## config.mk

```make
export PLATFORM = sky130hd
export DESIGN_NAME = hazard_ctrl_flat
export DESIGN_NICKNAME = d
export VERILOG_FILES = /design/src/rtl/simple_pkg.sv /design/src/rtl/hazard_ctrl_if.sv /design/src/rtl/sb_shift.sv /design/src/rtl/hazard_ctrl.sv /design/src/flat_wrapper.sv
export SDC_FILE = /design/constraint.sdc
export NUM_CORES = 1
export LEC_CHECK = 0
export BUFFER_PORTS_ARGS = -buffer_cell sky130_fd_sc_hd__buf_2
export CORE_MARGIN = 2
export CORE_UTILIZATION = 47
export DETAILED_ROUTE_END_ITERATION = 8
export MAX_ROUTING_LAYER = met4
export PLACE_DENSITY = 0.82
export SLEW_MARGIN = 30
export SYNTH_ARGS = -nofsm -noshare
export SYNTH_HDL_FRONTEND = slang
export SYNTH_SLANG_ARGS = --single-unit
export TNS_END_PERCENT = 5
```

## constraint.sdc

```tcl
create_clock -name clk -period 2 [get_ports clk]
set_clock_uncertainty 0.2 [all_clocks]
set_input_delay 0 -clock clk [delete_from_list [all_inputs] [get_ports clk]]
set_output_delay 0 -clock clk [all_outputs]
set_load 0.02 [all_outputs]
```

## src/rtl/simple_pkg.sv

```systemverilog
// Shared definitions for the SIMPLE core pipeline control.
// Contents: opcode field constants, the control FSM state type, the scoreboard
// entry and source-register records, and the decode helpers dst_of / srcs_of / is_hlt.
package simple_pkg;

  // Major opcode, bits 15:14.
  localparam logic [1:0] OP_LD  = 2'b00;
  localparam logic [1:0] OP_ST  = 2'b01;
  localparam logic [1:0] OP_ALU = 2'b11;
  // Immediate/branch group, bits 15:11.
  localparam logic [4:0] OP_LI  = 5'b10000;
  localparam logic [4:0] OP_B   = 5'b10100;
  localparam logic [4:0] OP_BCC = 5'b10111;
  // Arithmetic sub-op, bits 7:4, that write no register.
  localparam logic [3:0] ALU_CMP = 4'b0101;
  localparam logic [3:0] ALU_OUT = 4'b1101;
  localparam logic [3:0] ALU_HLT = 4'b1111;

  typedef enum logic [1:0] {
    StRun,
    StDrain,
    StHalted
  } state_t;

  typedef struct packed {
    logic       v;
    logic [2:0] dest;
    logic       ld;
  } sb_entry_t;

  typedef struct packed {
    logic       va;
    logic [2:0] ra;
    logic       vb;
    logic [2:0] rb;
  } srcs_t;

  // Destination register written by an instruction, tagged if it is a load.
  function automatic sb_entry_t dst_of(logic [15:0] instr);
    dst_of = '0;
    if (instr[15:14] == OP_LD) begin
      dst_of.v    = 1'b1;
      dst_of.dest = instr[13:11];
      dst_of.ld   = 1'b1;
    end else if (instr[15:11] == OP_LI) begin
      dst_of.v    = 1'b1;
      dst_of.dest = instr[10:8];
    end else if (instr[15:14] == OP_ALU && instr[7:4] != ALU_CMP &&
                 instr[7:4] != ALU_OUT && instr[7:4] != ALU_HLT) begin
      dst_of.v    = 1'b1;
      dst_of.dest = instr[10:8];
    end
  endfunction

  // Registers read by an instruction.
  function automatic srcs_t srcs_of(logic [15:0] instr);
    srcs_of = '0;
    if (instr[15:11] != OP_LI && instr[15:11] != OP_B && instr[15:11] != OP_BCC) begin
      unique case (instr[15:14])
        OP_LD: begin
          srcs_of.vb = 1'b1;
          srcs_of.rb = instr[10:8];
        end
        OP_ST, OP_ALU: begin
          srcs_of.va = 1'b1;
          srcs_of.ra = instr[13:11];
          srcs_of.vb = 1'b1;
          srcs_of.rb = instr[10:8];
        end
        default: srcs_of = '0;
      endcase
    end
  endfunction

  function automatic logic is_hlt(logic [15:0] instr);
    return (instr[15:14] == OP_ALU) && (instr[7:4] == ALU_HLT);
  endfunction

endpackage

```

## src/rtl/hazard_ctrl_if.sv

```systemverilog
// Bundle between the pipeline datapath and hazard_ctrl.
// master: datapath side (drives ID/EX status and resume, receives controls).
// slave:  hazard_ctrl side.
interface hazard_ctrl_if;
  logic        id_valid;
  logic [15:0] id_instr;
  logic        ex_valid;
  logic        ex_jflag;
  logic        resume;
  logic        stall_if;
  logic        stall_id;
  logic        bubble_ex;
  logic        flush;
  logic        halted;

  modport master (
    output id_valid, id_instr, ex_valid, ex_jflag, resume,
    input  stall_if, stall_id, bubble_ex, flush, halted
  );

  modport slave (
    input  id_valid, id_instr, ex_valid, ex_jflag, resume,
    output stall_if, stall_id, bubble_ex, flush, halted
  );
endinterface

```

## src/rtl/sb_shift.sv

```systemverilog
// Three-entry in-flight write scoreboard (EX, MEM, WB), shifted every cycle.
// Ports: clk, rst (sync, active-high); i_push = entry entering EX;
// i_srcs = registers read by the ID instruction; o_match = ID must stall.
module sb_shift
  import simple_pkg::*;
#(
  parameter int unsigned FWD = 1
) (
  input  logic      clk,
  input  logic      rst,
  input  sb_entry_t i_push,
  input  srcs_t     i_srcs,
  output logic      o_match
);

  sb_entry_t r_ex, r_mem, r_wb;
  logic      w_hit_ex, w_hit_mem;

  always_ff @(posedge clk) begin
    if (rst) begin
      r_ex  <= '0;
      r_mem <= '0;
      r_wb  <= '0;
    end else begin
      r_wb  <= r_mem;
      r_mem <= r_ex;
      r_ex  <= i_push;
    end
  end

  function automatic logic hit(sb_entry_t e, srcs_t s);
    return e.v & ((s.va & (s.ra == e.dest)) | (s.vb & (s.rb == e.dest)));
  endfunction

  assign w_hit_ex  = hit(r_ex, i_srcs);
  assign w_hit_mem = hit(r_mem, i_srcs);

  // With forwarding only a load in EX cannot supply its result in time.
  // WB never matters: the register file writes before it reads.
  always_comb begin
    o_match = 1'b0;
    if (FWD != 0) o_match = w_hit_ex & r_ex.ld;
    else          o_match = w_hit_ex | w_hit_mem;
  end

  logic w_unused_sb;
  assign w_unused_sb = ^{r_wb, r_mem.ld};

endmodule

```

## src/rtl/hazard_ctrl.sv

```systemverilog
// Pipeline control for the SIMPLE 5-stage core: stall/bubble/flush generation,
// scoreboard-based hazard detection and the HLT drain/halt/resume sequencer.
// Ports: clk, rst (sync, active-high); bus (slave) carries ID/EX status, resume
// and the stall_if/stall_id/bubble_ex/flush/halted controls.
module hazard_ctrl
  import simple_pkg::*;
#(
  parameter int unsigned FWD          = 1,
  parameter int unsigned DRAIN_CYCLES = 3
) (
  input  logic          clk,
  input  logic          rst,
  hazard_ctrl_if.slave  bus
);

  localparam int unsigned CntW    = (DRAIN_CYCLES > 1) ? $clog2(DRAIN_CYCLES) : 1;
  localparam logic [CntW-1:0] CntLoad = CntW'(DRAIN_CYCLES - 1);

  state_t          r_state, w_state_d;
  logic [CntW-1:0] r_cnt, w_cnt_d;
  logic            w_flush, w_match, w_issue;
  logic            w_stall_if, w_stall_id, w_bubble_ex, w_halted;
  srcs_t           w_srcs;
  sb_entry_t       w_push;

  assign w_srcs  = srcs_of(bus.id_instr);
  assign w_flush = bus.ex_valid & bus.ex_jflag;
  // A flushed or held instruction enters EX as an invalid entry.
  assign w_push  = w_issue ? dst_of(bus.id_instr) : '0;

  sb_shift #(
    .FWD(FWD)
  ) u_sb (
    .clk    (clk),
    .rst    (rst),
    .i_push (w_push),
    .i_srcs (w_srcs),
    .o_match(w_match)
  );

  always_ff @(posedge clk) begin
    if (rst) begin
      r_state <= StRun;
      r_cnt   <= '0;
    end else begin
      r_state <= w_state_d;
      r_cnt   <= w_cnt_d;
    end
  end

  always_comb begin
    w_state_d   = r_state;
    w_cnt_d     = r_cnt;
    w_issue     = 1'b0;
    w_stall_if  = 1'b0;
    w_stall_id  = 1'b0;
    w_bubble_ex = 1'b0;
    w_halted    = 1'b0;
    unique case (r_state)
      StRun: begin
        if (bus.id_valid & w_match) begin
          w_stall_if  = 1'b1;
          w_stall_id  = 1'b1;
          w_bubble_ex = 1'b1;
        end
        w_issue = bus.id_valid & ~w_stall_id & ~w_flush;
        if (w_issue & is_hlt(bus.id_instr)) begin
          w_state_d = StDrain;
          w_cnt_d   = CntLoad;
        end
      end
      StDrain: begin
        // Whatever sits in IF/ID behind the HLT is discarded.
        w_stall_if  = 1'b1;
        w_bubble_ex = 1'b1;
        if (r_cnt == '0) w_state_d = StHalted;
        else             w_cnt_d   = r_cnt - CntW'(1);
      end
      StHalted: begin
        w_halted    = 1'b1;
        w_stall_if  = 1'b1;
        w_stall_id  = 1'b1;
        w_bubble_ex = 1'b1;
        if (bus.resume) w_state_d = StRun;
      end
      default: w_state_d = StRun;
    endcase
    // A taken branch overrides every hold request.
    if (w_flush) begin
      w_stall_if  = 1'b0;
      w_stall_id  = 1'b0;
      w_bubble_ex = 1'b0;
    end
  end

  assign bus.stall_if  = w_stall_if;
  assign bus.stall_id  = w_stall_id;
  assign bus.bubble_ex = w_bubble_ex;
  assign bus.flush     = w_flush;
  assign bus.halted    = w_halted;

  logic w_unused_instr;
  assign w_unused_instr = ^bus.id_instr[3:0];

endmodule
```

## src/flat_wrapper.sv

```systemverilog
// flat-port wrapper written by rule: the top's interface ports become plain ports
module hazard_ctrl_flat import simple_pkg::*;
#(
  parameter int unsigned FWD          = 1,
  parameter int unsigned DRAIN_CYCLES = 3
)
  (clk, rst, bus_id_valid, bus_id_instr, bus_ex_valid, bus_ex_jflag, bus_resume, bus_stall_if, bus_stall_id, bus_bubble_ex, bus_flush, bus_halted);
  hazard_ctrl_if bus_i ();
  input  logic clk;
  input  logic rst;
  input wire logic [$bits(bus_i.id_valid)-1:0] bus_id_valid;
  input wire logic [$bits(bus_i.id_instr)-1:0] bus_id_instr;
  input wire logic [$bits(bus_i.ex_valid)-1:0] bus_ex_valid;
  input wire logic [$bits(bus_i.ex_jflag)-1:0] bus_ex_jflag;
  input wire logic [$bits(bus_i.resume)-1:0] bus_resume;
  output wire logic [$bits(bus_i.stall_if)-1:0] bus_stall_if;
  output wire logic [$bits(bus_i.stall_id)-1:0] bus_stall_id;
  output wire logic [$bits(bus_i.bubble_ex)-1:0] bus_bubble_ex;
  output wire logic [$bits(bus_i.flush)-1:0] bus_flush;
  output wire logic [$bits(bus_i.halted)-1:0] bus_halted;
  assign bus_i.id_valid = bus_id_valid;
  assign bus_i.id_instr = bus_id_instr;
  assign bus_i.ex_valid = bus_ex_valid;
  assign bus_i.ex_jflag = bus_ex_jflag;
  assign bus_i.resume = bus_resume;
  assign bus_stall_if = bus_i.stall_if;
  assign bus_stall_id = bus_i.stall_id;
  assign bus_bubble_ex = bus_i.bubble_ex;
  assign bus_flush = bus_i.flush;
  assign bus_halted = bus_i.halted;
  hazard_ctrl #(.FWD(FWD), .DRAIN_CYCLES(DRAIN_CYCLES)) u_core (.clk(clk), .rst(rst), .bus(bus_i));
endmodule
```

==> flow_summary.ini, run 1 <==
[placement]
port_buffers = 22
place_area_um2 = 836
dp_hpwl_um = 1240
routabilityCongestion = 0.847

[floorplanning]
dieArea_um2 = 1860
dieWidth_um = 43.1
core_area_um2 = 1470
die_h_um = 43.1
initial_core_util = 0.488
rows = 14
io_pins = 27

[synthesis]
yosys_warnings = 0
netlist.area_leader.share = 0.251
ys_top_cells_by_area = dfxtp_1 25%, ha_1 8.7%, a21oi_1 7.7%
synth.avg_cell_area_um2 = 7.98
synth.distinct_cells = 30
synthesis.instances = 90
yosysSeqAreaShare = 0.251
synth_nets = 117
ys_ff_latch = 9
netlist_area_um2 = 718
synth_largest_area_cell = dfxtp_1

[sta]
min_period_ps = 1930
hold_slack_ps = 41.8
fin_crit_sh = 0.963
setup_viol = 0
finalMaxSlewViolations = 0
fmax_mhz = 519
tightest_slew_ps = 416
slew_headroom = 0.720
final_hold_viol_count = 0

[global_route]
grt_pass1_wl_um = 3100
grt_pass1_vias = 812
antenna_found_initial = 0
grt_start_max_net_pins = 10
grt-ovfl-total = 0
track_usage = 0.222

[final_layout]
seq_area_um2 = 180
antennaDiodeCount = 0
fin_nets = 154
synthToLayoutAreaGrowth_pct = 39.5
drive_gt1_frac = 0.302
fin_area_um2 = 1000
final_common_cell = buf_2
multiInputGateArea_um2 = 513
nFillCells = 125
final_cell_mix = 19 x buf_2, 12 x nor2_1, 11 x a21oi_1, 11 x dlygate4sd3_1, 9 x dfxtp_1

[worst_hold_path]
hold_path_depth = 5
hold_path.class = input pin to register

[worst_setup_path]
path_class = register to register
endpoint_kind = register
rr_worst_depth = 5
cp.required_ps = 1990
crit_path_max_fanout = 5
worstPathArrival_ps = 1910
start_kind = register

[drt]
num_vias = 774
remaining_drc_errors = 0
drt_first_pass_iters = 4
via_per_inst = 5.45
wl_per_cell_um = 13.7
drt_wl_total_um = 1940
drtAntennaViolNets = 0
drtIter0Drc = 24

[clock_network]
cts-root-buf = clkbuf_4
path_clk_slew_ps = 60
cts_buffer_depth = 2
cts.sinks = 9
cts_made_buffers = 3
cts_tree = done
clk_latency_ps = 260
cts_max_level = 1

[pwr]
comb_power_share = 0.222
swShare = 0.284
p_seq_frac = 0.434
power.internal_mw = 0.304
peakVddDrop_uv = 374
clkPwrFrac = 0.344
p_per_area_nw_per_um2 = 424
leakage_nw = 0.432
finalPower_mw = 0.425
power_switching_mw = 0.121

[outcome]
status = complete, no violations

[run]
maxCapViolCount = 0
critical path, cell delays in order, from the launching register on:
cell and delay, ps:
dfxtp_1 370, xor2_1 240, nor4_2 100, o22ai_4 260, or4b_4 540, nor2_1 160
state kept, by name, summed over array words and instances, names as in the netlist:
name,cells
u_core.u_sb.r_ex,5
u_core.r_cnt,2
u_core.r_state,2
logic make-up (layout without fill, tap and decap cells):
kind of cell             count (synthesis)  after routing  share of synthesized area
multiplexers                             3              3                     0.0436
AO/OA/AOI/OAI                           19             19                      0.178
buffers and inverters                    9             45                     0.0540
XOR/XNOR                                 6              6                     0.0732
AND/OR/NAND/NOR                         39             39                      0.314
adder cells (fa/ha/maj)                  5              5                     0.0871
flip-flops                               9              9                      0.251
metal layers:
metal	GRT usage	share of wire	vias up
li1	-	-	378
met1	0.221	0.38	357
met2	0.412	0.54	35
met3	0.0426	0.057	4
met4	0.0970	0.021	0
met5	-	0	-
Yosys cell counts:
cell type  instances
ha_1               5
inv_1              7
or4b_4             1
or4_4              1
nor4_2             1
and2_1             1
o21a_1             1
mux2_2             1
a21oi_1           11
nand3_1            4
buf_2              1
or2b_1             2
xnor2_1            3
nand2b_1           7
o22ai_4            1
nor2_1            13
o211ai_1           1
a31oi_1            1
nor3_2             1
a21oi_2            2
xor2_1             3
and2b_1            1
nor3_1             2
nand2_1            4
buf_4              1
a2bb2oi_1          1
and4_4             1
dfxtp_1            9
mux2i_1            2
o21ai_0            1
stage by stage:
stage	utilization	setup TNS, ps	instances	setup WS, ps
final	0.681	0	142	74.5
after global routing	0.681	-56.6	142	-27.5
after CTS	0.662	0	141	15.7
after detailed placement	0.568	0	126	174
after global placement	0.568	0	126	199
after floorplan	-	0	90	252
area by class of cell:
class | count | share of cell area
multi-input combinational | 72 | 0.512
timing repair buffer | 34 | 0.235
sequential | 9 | 0.180
inverter | 7 | 0.0262
clock buffer | 3 | 0.0225
tap | 16 | 0.0200
clock inverter | 1 | 0.00499
final timing paths:
path	startpoint	slack, ps	end
worst min-delay path	bus_id_instr[5]	40	u_core.u_sb.r_ex[4]
worst max-delay path	u_core.u_sb.r_ex[3]	70	u_core.u_sb.r_ex[1]
worst max register to register	u_core.u_sb.r_ex[3]	70	u_core.u_sb.r_ex[1]
worst min register to register	u_core.r_cnt[0]	340	u_core.r_cnt[0]
power by group through the flow:
| stage | Sequential, mW | Combinational [mW] | Clock, mW |
|---|---|---|---|
| floorplan | 0.188 | 0.0390 | 0 |
| finish | 0.185 | 0.0944 | 0.146 |
| CTS | 0.184 | 0.0898 | 0.146 |
| global route | 0.185 | 0.103 | 0.158 |
| global placement | 0.188 | 0.0689 | 0 |
| detailed placement | 0.189 | 0.0709 | 0 |
repair_timing:
action                                  4_1_cts  5_1_grt
gates resized for setup                       0        6
endpoints found under the hold margin         9        0
pin swaps                                     1        3
endpoints found under the setup margin        1        3
hold buffers                                 11        0
setup buffers                                 0        1
No activity file was read; power rests on OpenSTA's default activity.
==> run 2, diff against run 1 <==
--- a/config.mk
+++ b/config.mk
@@ -7,10 +7,10 @@
 export LEC_CHECK = 0
 export BUFFER_PORTS_ARGS = -buffer_cell sky130_fd_sc_hd__buf_2
 export CORE_MARGIN = 2
-export CORE_UTILIZATION = 47
+export CORE_UTILIZATION = 51
 export DETAILED_ROUTE_END_ITERATION = 8
 export MAX_ROUTING_LAYER = met4
-export PLACE_DENSITY = 0.82
+export PLACE_DENSITY = 0.87
 export SLEW_MARGIN = 30
 export SYNTH_ARGS = -nofsm -noshare
 export SYNTH_HDL_FRONTEND = slang
==> constraint.sdc (replaced) <==
create_clock -name clk -period 2.4 [get_ports clk]
set_clock_uncertainty 0.2 [all_clocks]
set_input_delay 0 -clock clk [delete_from_list [all_inputs] [get_ports clk]]
set_output_delay 0 -clock clk [all_outputs]
set_load 0.02 [all_outputs]
==> run 2 against run 1 <==
  * Register-to-register slack better by 130 ps
  * Combinational power is 27% lower
  * Largest cell class unchanged
  * Critical path depth increased by 3
==> flow_summary.ini, run 2 (synthesized netlist as in run 1, its figures left out) <==
[outcome]
status = complete, no violations

[pwr]
leakage_nw = 0.417
peakVddDrop_uv = 270
p_per_area_nw_per_um2 = 357

[worst_setup_path]
endpoint_kind = register
reg2reg_to = u_core.r_state[0]
start_kind = input pin
path_class = input pin to register
rr_worst_depth = 8
crit_path_max_fanout = 10
rrSetupSlack_ps = 200
worstPathArrival_ps = 2310
reg2reg_from = u_core.r_state[1]
cp.required_ps = 2400

[sta]
rsz0062_at_grt = false
fin_crit_sh = 0.963
slew_headroom = 0.716
hold_slack_ps = 13.2
finalMaxSlewViolations = 0
setup_viol = 0
min_period_ps = 2310
tns_ps = 0
final_hold_viol_count = 0
fmax_mhz = 433
tightest_slew_ps = 423

[worst_hold_path]
hold_path.class = input pin to register
holdPathEnd = u_core.u_sb.r_ex[3]
min_from = bus_id_instr[13]
hold_path_depth = 5

[placement]
dp_hpwl_um = 1290
port_buffers = 22
routabilityCongestion = 0.848

[final_layout]
largest_reg_flops = 5
final_common_cell = buf_2
synthToLayoutAreaGrowth_pct = 31.4
fin_nets = 150
top_regs = u_core.u_sb.r_ex: 5 flops, u_core.r_cnt: 2 flops, u_core.r_state: 2 flops
drive_gt1_frac = 0.287
nFillCells = 111
antennaDiodeCount = 0
regMostFlops = u_core.u_sb.r_ex
final_cell_mix = 22 x buf_2, 12 x nor2_1, 11 x a21oi_1

[floorplanning]
die_h_um = 41.5
core_area_um2 = 1300
rows = 13
dieWidth_um = 41.5
dieArea_um2 = 1720
io_pins = 27
initial_core_util = 0.552

[clock_network]
clk_latency_ps = 260
cts_buffer_depth = 2
cts-root-buf = clkbuf_4
cts.sinks = 9
path_clk_slew_ps = 60
cts_tree = done
postCtsSetupBuffers = 0
cts_max_level = 1
cts_made_buffers = 3

[global_route]
grt_start_max_net_pins = 11
grt_pass1_vias = 789
met2_usage = 0.450
antenna_found_initial = 0
grtUsageMet1 = 0.214
grt-ovfl-total = 0
met3_usage = 0.0609
track_usage = 0.233
top_usage_layer = met2
grt_pass1_wl_um = 3060

[run]
maxCapViolCount = 0

[drt]
drtIter0Drc = 11
num_vias = 746
wl_per_cell_um = 12.8
drt_wl_total_um = 1750
drtAntennaViolNets = 0
drt_first_pass_iters = 4
via_per_inst = 5.45
remaining_drc_errors = 0
## run 2: changes by cell type in the layout (fill, tap and decap cells not counted), sizes merged
cell / before / now
dlygate4sd3: 11 / 8
buf: 23 / 22
clkbuf: 3 / 4
clkinv: 1 / 0
## run 2: worst max path at each step
stage,depth (start not counted),end,slack [ps],start
after detailed placement,5,u_core.r_cnt[1],510,u_core.u_sb.r_ex[3]
after CTS,8,u_core.r_state[0],170,bus_id_instr[15]
after global placement,5,u_core.r_cnt[1],570,u_core.u_sb.r_ex[3]
after floorplan,5,u_core.r_cnt[1],650,u_core.u_sb.r_ex[3]
after global routing,8,u_core.r_state[0],10,bus_id_instr[14]
final,8,u_core.r_state[0],90,bus_id_instr[15]
## run 2: cell type report
class | count | area [um2] | share of cell area
Multi-Input combinational cell | 72 | 502 | 0.532
Sequential cell | 9 | 180 | 0.191
Clock buffer | 4 | 26.3 | 0.0279
Inverter | 7 | 26.3 | 0.0279
Tap cell | 15 | 18.8 | 0.0199
Timing Repair Buffer | 30 | 190 | 0.202
## run 2: stage by stage
| step | setup WS, ps | cells | area [um2] | power [mW] | utilization |
|---|---|---|---|---|---|
| finish | 89.6 | 137 | 943 | 0.336 | 0.725 |
| global route | 10.7 | 137 | 943 | 0.361 | 0.725 |
| CTS | 172 | 137 | 941 | 0.340 | 0.723 |
| detailed placement | 513 | 125 | 835 | 0.216 | 0.641 |
| global placement | 574 | 125 | 835 | 0.214 | 0.641 |
| floorplan | 652 | 90 | 718 | 0.189 | - |
## run 2: metal layers
layer	part of all wire	vias up
li1	-	370
met1	0.39	342
met2	0.52	26
met3	0.050	8
met4	0.031	0
met5	0	-
## run 2: where the power goes
group	leakage (nW)	total [mW]	internal, mW	switching (mW)
Clock	0.0150	0.113	0.0638	0.0494
Combinational	0.329	0.0693	0.0346	0.0347
Sequential	0.0728	0.154	0.152	0.00177
## run 2: what timing repair did
| action | 4_1_cts | 5_1_grt |
|---|---|---|
| gates resized for setup | 0 | 1 |
| setup endpoints to repair | 0 | 1 |
| hold endpoints to repair | 9 | 0 |
| hold buffers | 8 | 0 |
## run 2: critical path: stages
cell and delay (ps):
dlygate4sd3_1 530, buf_2 200, nand2_1 90, or4_4 540, nor2_2 150, a21oi_1 100, nor3_1 140, dlygate4sd3_1 560
